### config.mk
export PLATFORM = sky130hd
export DESIGN_NAME = dsp_result_drain
export DESIGN_NICKNAME = d
export VERILOG_FILES = /design/src/rtl/dsp_result_drain.sv
export SDC_FILE = /design/constraint.sdc
export NUM_CORES = 1
export LEC_CHECK = 0
export CAP_MARGIN = 10
export CORE_MARGIN = 5
export CORE_UTILIZATION = 40
export DETAILED_ROUTE_END_ITERATION = 6
export SYNTH_ARGS = -nofsm -noshare
export SYNTH_HDL_FRONTEND = slang
export SYNTH_SLANG_ARGS = --single-unit
### constraint.sdc
create_clock -name clk -period 7.55 [get_ports clk]
set_input_delay 1.1325 -clock clk [delete_from_list [all_inputs] [get_ports clk]]
set_output_delay 1.1325 -clock clk [all_outputs]
set_load 0.05 [all_outputs]
### src/rtl/dsp_result_drain.sv
// dsp_result_drain: output-side drain for the fixed-point DSP slice.
// A {valid, split} delay line follows the slice's fixed latency so that
// resulta/resultb are captured on the edge they are valid. Each operand is
// shifted, optionally rounded, saturated to OUT_W bits and queued in a small
// FIFO with a ready/valid head. The slice cannot stall. A result that finds
// too few free slots is dropped whole and raises the sticky overflow flag.
// Build option: define DSP_DRAIN_ROUND_EN to add 2^(SHIFT-1) before the shift
// (round-half-up). Without it the shift truncates toward minus infinity.
`timescale 1ns/1ps

module dsp_result_drain #(
    parameter int OUT_W   = 32,
    parameter int SHIFT   = 16,
    parameter int DEPTH   = 8,
    parameter int LATENCY = 4
) (
    input  logic                     clk,
    input  logic                     reset,
    input  logic                     issue_valid,
    input  logic                     issue_split,
    input  logic [63:0]              resulta,
    input  logic [36:0]              resultb,
    output logic                     out_valid,
    input  logic                     out_ready,
    output logic [OUT_W-1:0]         out_data,
    output logic                     out_sat,
    output logic                     overflow,
    input  logic                     clr_ovf,
    output logic [$clog2(DEPTH):0]   level
);

    localparam int AW = $clog2(DEPTH);
    localparam int LW = AW + 1;

    typedef struct packed {
        logic             sat;
        logic [OUT_W-1:0] data;
    } entry_t;

    // Scale one 72-bit signed operand down to OUT_W bits, clamping on overflow.
    function automatic entry_t shape(input logic signed [71:0] x);
        logic signed [71:0] t;
        logic signed [71:0] max_v;
        logic signed [71:0] min_v;
        entry_t             e;
        max_v = (72'sd1 <<< (OUT_W - 1)) - 72'sd1;
        min_v = -(72'sd1 <<< (OUT_W - 1));
`ifdef DSP_DRAIN_ROUND_EN
        t = x + (72'sd1 <<< (SHIFT - 1));
`else
        t = x;
`endif
        t = t >>> SHIFT;
        if (t > max_v) begin
            e.sat  = 1'b1;
            e.data = max_v[OUT_W-1:0];
        end else if (t < min_v) begin
            e.sat  = 1'b1;
            e.data = min_v[OUT_W-1:0];
        end else begin
            e.sat  = 1'b0;
            e.data = t[OUT_W-1:0];
        end
        return e;
    endfunction

    logic [LATENCY-1:0] dl_valid_q;
    logic [LATENCY-1:0] dl_split_q;
    logic               cap_valid;
    logic               cap_split;

    logic signed [71:0] lo_ext;
    logic signed [71:0] hi_ext;
    entry_t             lo_ent;
    entry_t             hi_ent;

    entry_t             mem_q [DEPTH];
    logic [AW-1:0]      rptr_q, rptr_d;
    logic [AW-1:0]      wptr_q, wptr_d;
    logic [LW-1:0]      count_q, count_d;
    logic [LW-1:0]      free_slots;
    logic [LW-1:0]      need_slots;
    logic [LW-1:0]      push_n;
    logic [LW-1:0]      remain;
    logic               pop;
    logic               accept;
    logic               drop;

    logic               out_valid_q, out_valid_d;
    entry_t             head_q, head_d;
    logic               overflow_q, overflow_d;

    // Bit 36 of resultb carries nothing for this stage.
    logic               unused_resultb_msb;
    assign unused_resultb_msb = resultb[36];

    // Delay line: track {valid, split} of each issue until the slice result is due.
    always_ff @(posedge clk) begin
        // NOTE: sequential state uses non-blocking assignments so every stage
        // reads the value from before this edge; blocking here would collapse the line.
        if (reset) begin
            dl_valid_q <= '0;
            dl_split_q <= '0;
        end else begin
            dl_valid_q[0] <= issue_valid;
            dl_split_q[0] <= issue_split;
            for (int i = 1; i < LATENCY; i++) begin
                dl_valid_q[i] <= dl_valid_q[i-1];
                dl_split_q[i] <= dl_split_q[i-1];
            end
        end
    end

    assign cap_valid = dl_valid_q[LATENCY-1];
    assign cap_split = dl_split_q[LATENCY-1];

    // Operand selection: one 64-bit value, or two 36-bit halves in split mode.
    always_comb begin
        lo_ext = cap_split ? {{36{resulta[35]}}, resulta[35:0]}
                           : {{8{resulta[63]}}, resulta};
        hi_ext = {{36{resultb[35]}}, resultb[35:0]};
        lo_ent = shape(lo_ext);
        hi_ent = shape(hi_ext);
    end

    // FIFO control: space check after the same-cycle pop, pointers, next head.
    always_comb begin
        // NOTE: every output of this block is assigned on all paths (head_d gets
        // its hold value first) so no latch is inferred.
        pop         = out_valid_q && out_ready;
        free_slots  = LW'(DEPTH) - count_q + LW'(pop);
        need_slots  = cap_split ? LW'(2) : LW'(1);
        accept      = cap_valid && (free_slots >= need_slots);
        drop        = cap_valid && !accept;
        push_n      = accept ? need_slots : '0;
        wptr_d      = wptr_q + AW'(push_n);
        rptr_d      = rptr_q + AW'(pop);
        remain      = count_q - LW'(pop);
        count_d     = remain + push_n;
        out_valid_d = (count_d != '0);
        head_d      = head_q;
        if (remain != '0) begin
            head_d = mem_q[rptr_d];
        end else if (accept) begin
            head_d = lo_ent;
        end
        if (drop) begin
            overflow_d = 1'b1;
        end else if (clr_ovf) begin
            overflow_d = 1'b0;
        end else begin
            overflow_d = overflow_q;
        end
    end

    // FIFO storage: lower (or only) operand at wptr, upper at wptr+1.
    always_ff @(posedge clk) begin
        // NOTE: storage is not reset; the cleared pointers and count make old
        // contents unreachable, and leaving it out keeps the array a plain RAM.
        if (accept) begin
            mem_q[wptr_q] <= lo_ent;
            if (cap_split) begin
                mem_q[wptr_q + AW'(1)] <= hi_ent;
            end
        end
    end

    // Pointer, occupancy, registered head and sticky overflow state.
    always_ff @(posedge clk) begin
        if (reset) begin
            rptr_q      <= '0;
            wptr_q      <= '0;
            count_q     <= '0;
            out_valid_q <= 1'b0;
            head_q      <= '0;
            overflow_q  <= 1'b0;
        end else begin
            rptr_q      <= rptr_d;
            wptr_q      <= wptr_d;
            count_q     <= count_d;
            out_valid_q <= out_valid_d;
            head_q      <= head_d;
            overflow_q  <= overflow_d;
        end
    end

    assign out_valid = out_valid_q;
    assign out_data  = head_q.data;
    assign out_sat   = head_q.sat;
    assign overflow  = overflow_q;
    assign level     = count_q;

endmodule

After elaboration in Yosys (flattened, before gate mapping)
Memories as Yosys holds them, arrays and structs flattened.
Cells that the tools add are included.
{"block": "word_totals", "mem_bits_rw": 264, "reg_bits": 53, "mem_bits_ro": 0, "latch_bits": 0, "mem_count": 1, "in_bits": 107}
{"block": "op_classes", "mul": 0, "muxes": 16, "reduce_logical": 8, "order_cmp": 5, "shifts": 0, "bitwise": 0, "n_div": 0, "addsub": 7, "n_eq_ne": 0}
{"memory": "mem_q", "depth": 8, "width": 33, "rd": 1, "rd_ports_with_merged_regs": 0, "write_ports": 2, "line": "77", "rtl": "entry_t mem_q [DEPTH];"}
{"cell": "$mux 33", "n": 6}
{"cell": "$mux 72", "n": 1}
{"cell": "$gt 56x32->1 const B", "n": 1}
{"cell": "$lt 56x32->1 const B", "n": 1}
{"cell": "$gt 20x32->1 const B", "n": 1}
{"cell": "$lt 20x32->1 const B", "n": 1}
{"cell": "$reduce_bool 4->1", "n": 2}
{"cell": "$mux 1", "n": 7}
{"cell": "$add 4x1->4", "n": 1}
{"cell": "$add 4x2->4", "n": 1}
{"cell": "$ge 4x2->1", "n": 1}
{"cell": "$mux 2", "n": 2}
{"cell": "$reduce_bool 2->1", "n": 2}
{"cell": "$sub 4x1->4", "n": 1}
{"cell": "$sub 4x4->4 const A", "n": 1}
{"cell": "$add 3x1->3", "n": 1}
{"cell": "$add 3x1->3 const B", "n": 1}
{"cell": "$add 3x2->3", "n": 1}
{"cell": "$logic_and 1x1->1", "n": 3}
{"cell": "$logic_not 1->1", "n": 1}

Depth between registers and ports, before layout
{"block": "depth", "word_depth": 7, "mapped_depth": 15, "ltp_nobuf": 14}

Least setup slack after synthesis
No wires, ideal clock.
{"block": "synth_path", "kind": "input to register", "start": "in out_ready", "end": "reg with a tool-made name", "setup_ns": 0.515, "path_stages": 9, "path_buffers": 1, "t_arrival_ns": 5.820, "slack_ns": 1.215, "path_cell_list": "nand2_1 > inv_1 > ha_1 > ha_1 > nand2b_1 > a211o_1 > buf_6 > o21ai_4 > o41ai_1"}
{"element": "start: declaration", "line": "24", "rtl": "input logic out_ready,"}

==> metrics.md <==
| Metric | Value |
|---|---|
| Worst Max-Slew Pin Slew | 1230 ps |
| CP delay by family, top | compound AO/OA/AOI/OAI gates |
| Setup Buffers After CTS | 0 |
| Ys async rst share | 0% |
| Row Count | 71 |
| HPWL Detailed | 25,700 µm |
| Gpl congestion | 0.753 |
| Synth warn | 0 |
| Setup slack at placement | 1980 ps |
| Post_cts resized | 0 |
| Final period util | 66.1% |
| TritonCTS clock tree | built |
| Tmin final | 4990 ps |
| Post-synth EDFFs | 264 |
| Fill cells | 3,404 |
| Via Count | 10,550 |
| Clock root buffer | clkbuf_16 |
| CP most frequent cell | ha_1 |
| PD cells | 295 nW/µm² |
| Core footprint | 37,700 µm² |
| Routed length per instance | 23.4 µm |
| Worst min-delay path class | reg -> reg |
| Crit-path max FO | 32 |
| Post-synth top area cell | edfxtp_1 |
| Worst setup SP type | input port |
| Iter 0 DRT Violations | 1,033 |
| Slowest stage delay, CP | 900 ps |
| DR vias/cell | 5.72 |
| Rel. slew slack | 17.9% |
| Distinct cell type count after synthesis | 48 |
| Die W | 205 µm |
| Io pins | 146 |
| Clock Sinks | 317 |
| DRC errors left | 0 |
| Max-cap viol count | 0 |
| Number of global-route vias before repair | 10,686 |
| Clk buf depth | 3 |
| Highest clock rate | 0.200 GHz |
| Worst Skew | 22.1 ps |
| Die height | 205 µm |
| Area delta synth->final | 17.8% |
| Critical path endpoint category | flop |
| Worst hold slack | 438 ps |
| Mean post-synth cell area | 12.2 µm² |
| Critical path's slowest cell | nor2_1 |
| Critical path arrival | 5200 ps |
| CTS H-Tree Depth | 2 |
| Pre-antenna DRT Iters | 5 |
| Synthesized Nets | 1,367 |
| Setup TNS | 0 ps |
| Clock slew at reported path FFs | 60 ps |
| Final hold viol count | 0 |
| First-pass GRT wire length | 65,500 µm |
| Antenna violations before repair | 1 |
| Post-Syn Instances | 1,246 |
| Seq/Total Area, Yosys | 58.9% |
| Final WL | 43,200 µm |
| Area share of the largest cell type after synthesis | 52.0% |
| CTS buffer count | 35 |
| Mapped cell area | 15,300 µm² |
| Gr ovfl total | 0 |
| Worst setup margin | 2560 ps |
| Critical path class | in -> reg |
| Static leakage | 0.00596 µW |
| Status | finished, final reports clean |
| Initial core utilization | 40.5% |
| Buf+Inv Stages, Crit Path | 3 |
| FF+latch count, synth | 317 |
| Die area | 42,100 µm² |
| Layout cells sized above 1 | 16.0% |
| Synth top area cells | edfxtp_1 52%, a21oi_1 9.9%, mux4_2 9.7%, dfxtp_1 7.0%, nor2_1 4.3% |
| GRT Util Overall | 20.5% |
| Worst-Skew Late Latency | 520 ps |
| Most common flop cell mapped by yosys | edfxtp_1 |
| Final nets | 1,426 |
| Largest net degree at the start of global routing | 53 |
| CTS Hold Bufs | 0 |
| Post-route ant nets | 0 |
| CP required | 7750 ps |
| Final setup viols | 0 |
| Number of buffers added on ports | 112 |
| Peak supply drop | 150 µV |
| Critical path, cell by cell | clkdlybuf4s50_1 > nand2_1 > inv_1 > ha_1 > ha_1 > nand2b_1 > a211o_1 > o211ai_4 > buf_4 > nor2_1 > a21oi_1 |
| Max-slew violation count | 0 |
| RSZ-0062 raised after global routing | false |
==> cell families after synthesis <==
logic type / count (synthesis) / synth area share, %
XOR/XNOR: 12 / 0.689
AND/OR/NAND/NOR: 295 / 8.17
adder cells (fa/ha/maj): 14 / 1.25
multiplexers: 66 / 9.74
AO/OA/AOI/OAI: 410 / 17.1
buffers and inverters: 132 / 4.16
flip-flops: 317 / 58.9
==> Yosys cell counts (12+ instances only) <==
master,number
dfxtp_1,53
a21oi_1,302
clkbuf_1,32
a221o_1,32
nor2_1,176
buf_1,19
edfxtp_1,264
nand2_1,70
ha_1,12
nor2b_1,15
buf_2,55
a21o_1,21
mux4_2,66
==> metrics by stage <==
| step | cell area (µm²) | power (µW) | utilization, % | instances |
|---|---|---|---|---|
| after detailed placement | 16800 | 3670 | 44.7 | 1779 |
| final | 18000 | 5310 | 47.7 | 1844 |
| after global placement | 16800 | 3660 | 44.7 | 1779 |
| after CTS | 18000 | 5360 | 47.7 | 1843 |
| after floorplan | 15300 | 3250 | - | 1246 |
| after global routing | 18000 | 5540 | 47.7 | 1843 |
==> registers in the layout, indices dropped and copies added (netlist names), 3 cells and up, named ones only <==
name / cells
wptr_q: 3
dl_split_q: 4
mem_q: 256
out_data: 32
level: 4
rptr_q: 3
dl_valid_q: 4
==> cell usage in the layout (no fill, tap or decap), types with 2 or more instances in the layout <==
master / synthesis / routed
a21o_1: 21 / 21
or2_2: 2 / 2
a31oi_2: 11 / 11
clkbuf_16: 0 / 37
clkbuf_1: 32 / 11
xnor2_1: 6 / 5
a21oi_1: 302 / 302
xor2_2: 0 / 2
nand4_1: 3 / 3
xor2_1: 6 / 4
nand3_1: 3 / 3
nor4_1: 5 / 5
a21oi_2: 10 / 10
clkdlybuf4s50_1: 0 / 112
buf_4: 5 / 32
nor2_1: 176 / 176
nand2_1: 70 / 70
o31ai_4: 0 / 4
nor2b_1: 15 / 15
nand2b_1: 11 / 11
ha_1: 12 / 10
o211ai_4: 8 / 8
a221o_1: 32 / 32
a31o_2: 11 / 11
o21ai_4: 1 / 5
clkinvlp_4: 0 / 2
nor2_4: 1 / 2
inv_1: 10 / 10
clkinv_2: 0 / 5
fa_1: 2 / 2
mux4_2: 66 / 66
clkbuf_8: 0 / 6
dfxtp_1: 53 / 53
edfxtp_1: 264 / 264
==> worst paths after layout <==
path	to	from	depth (start not counted)	slack (ps)
worst max register to register	mem_q[7][29]$_DFFE_PP_	dl_split_q[3]$_SDFF_PP0_	8	2860
worst min register to register	dl_valid_q[1]$_SDFF_PP0_	dl_valid_q[0]$_SDFF_PP0_	1	440
worst min-delay path	dl_valid_q[1]$_SDFF_PP0_	dl_valid_q[0]$_SDFF_PP0_	1	440
worst max-delay path	mem_q[7][29]$_DFFE_PP_	out_ready	11	2560
==> power breakdown <==
group,switching [µW],internal [µW]
Sequential,55.1,1990
Clock,692,998
Combinational,939,633
Total,1690,3620
==> per-layer routing <==
metal	up-vias	global-route usage [%]	wire (µm)	share of wire, %
met5	-	0	0	0
met4	0	5.10	911	2.1
met3	62	2.96	2760	6.4
met2	403	35.0	21700	50
met1	5273	27.7	17800	41
li1	4812	-	-	-
==> final cells by class <==
class / instances / area, µm² / area share, %
repair buffers: 144 / 1360 / 7.58
clock inverters: 10 / 95.1 / 0.529
flip-flops and latches: 317 / 8990 / 50.0
multi-input cells: 797 / 5800 / 32.3
clock buffers: 54 / 1050 / 5.84
well taps: 511 / 639 / 3.56
inverters: 10 / 37.5 / 0.209
diodes: 1 / 2.50 / 0.0139
No activity file was read; power rests on OpenSTA's default activity.
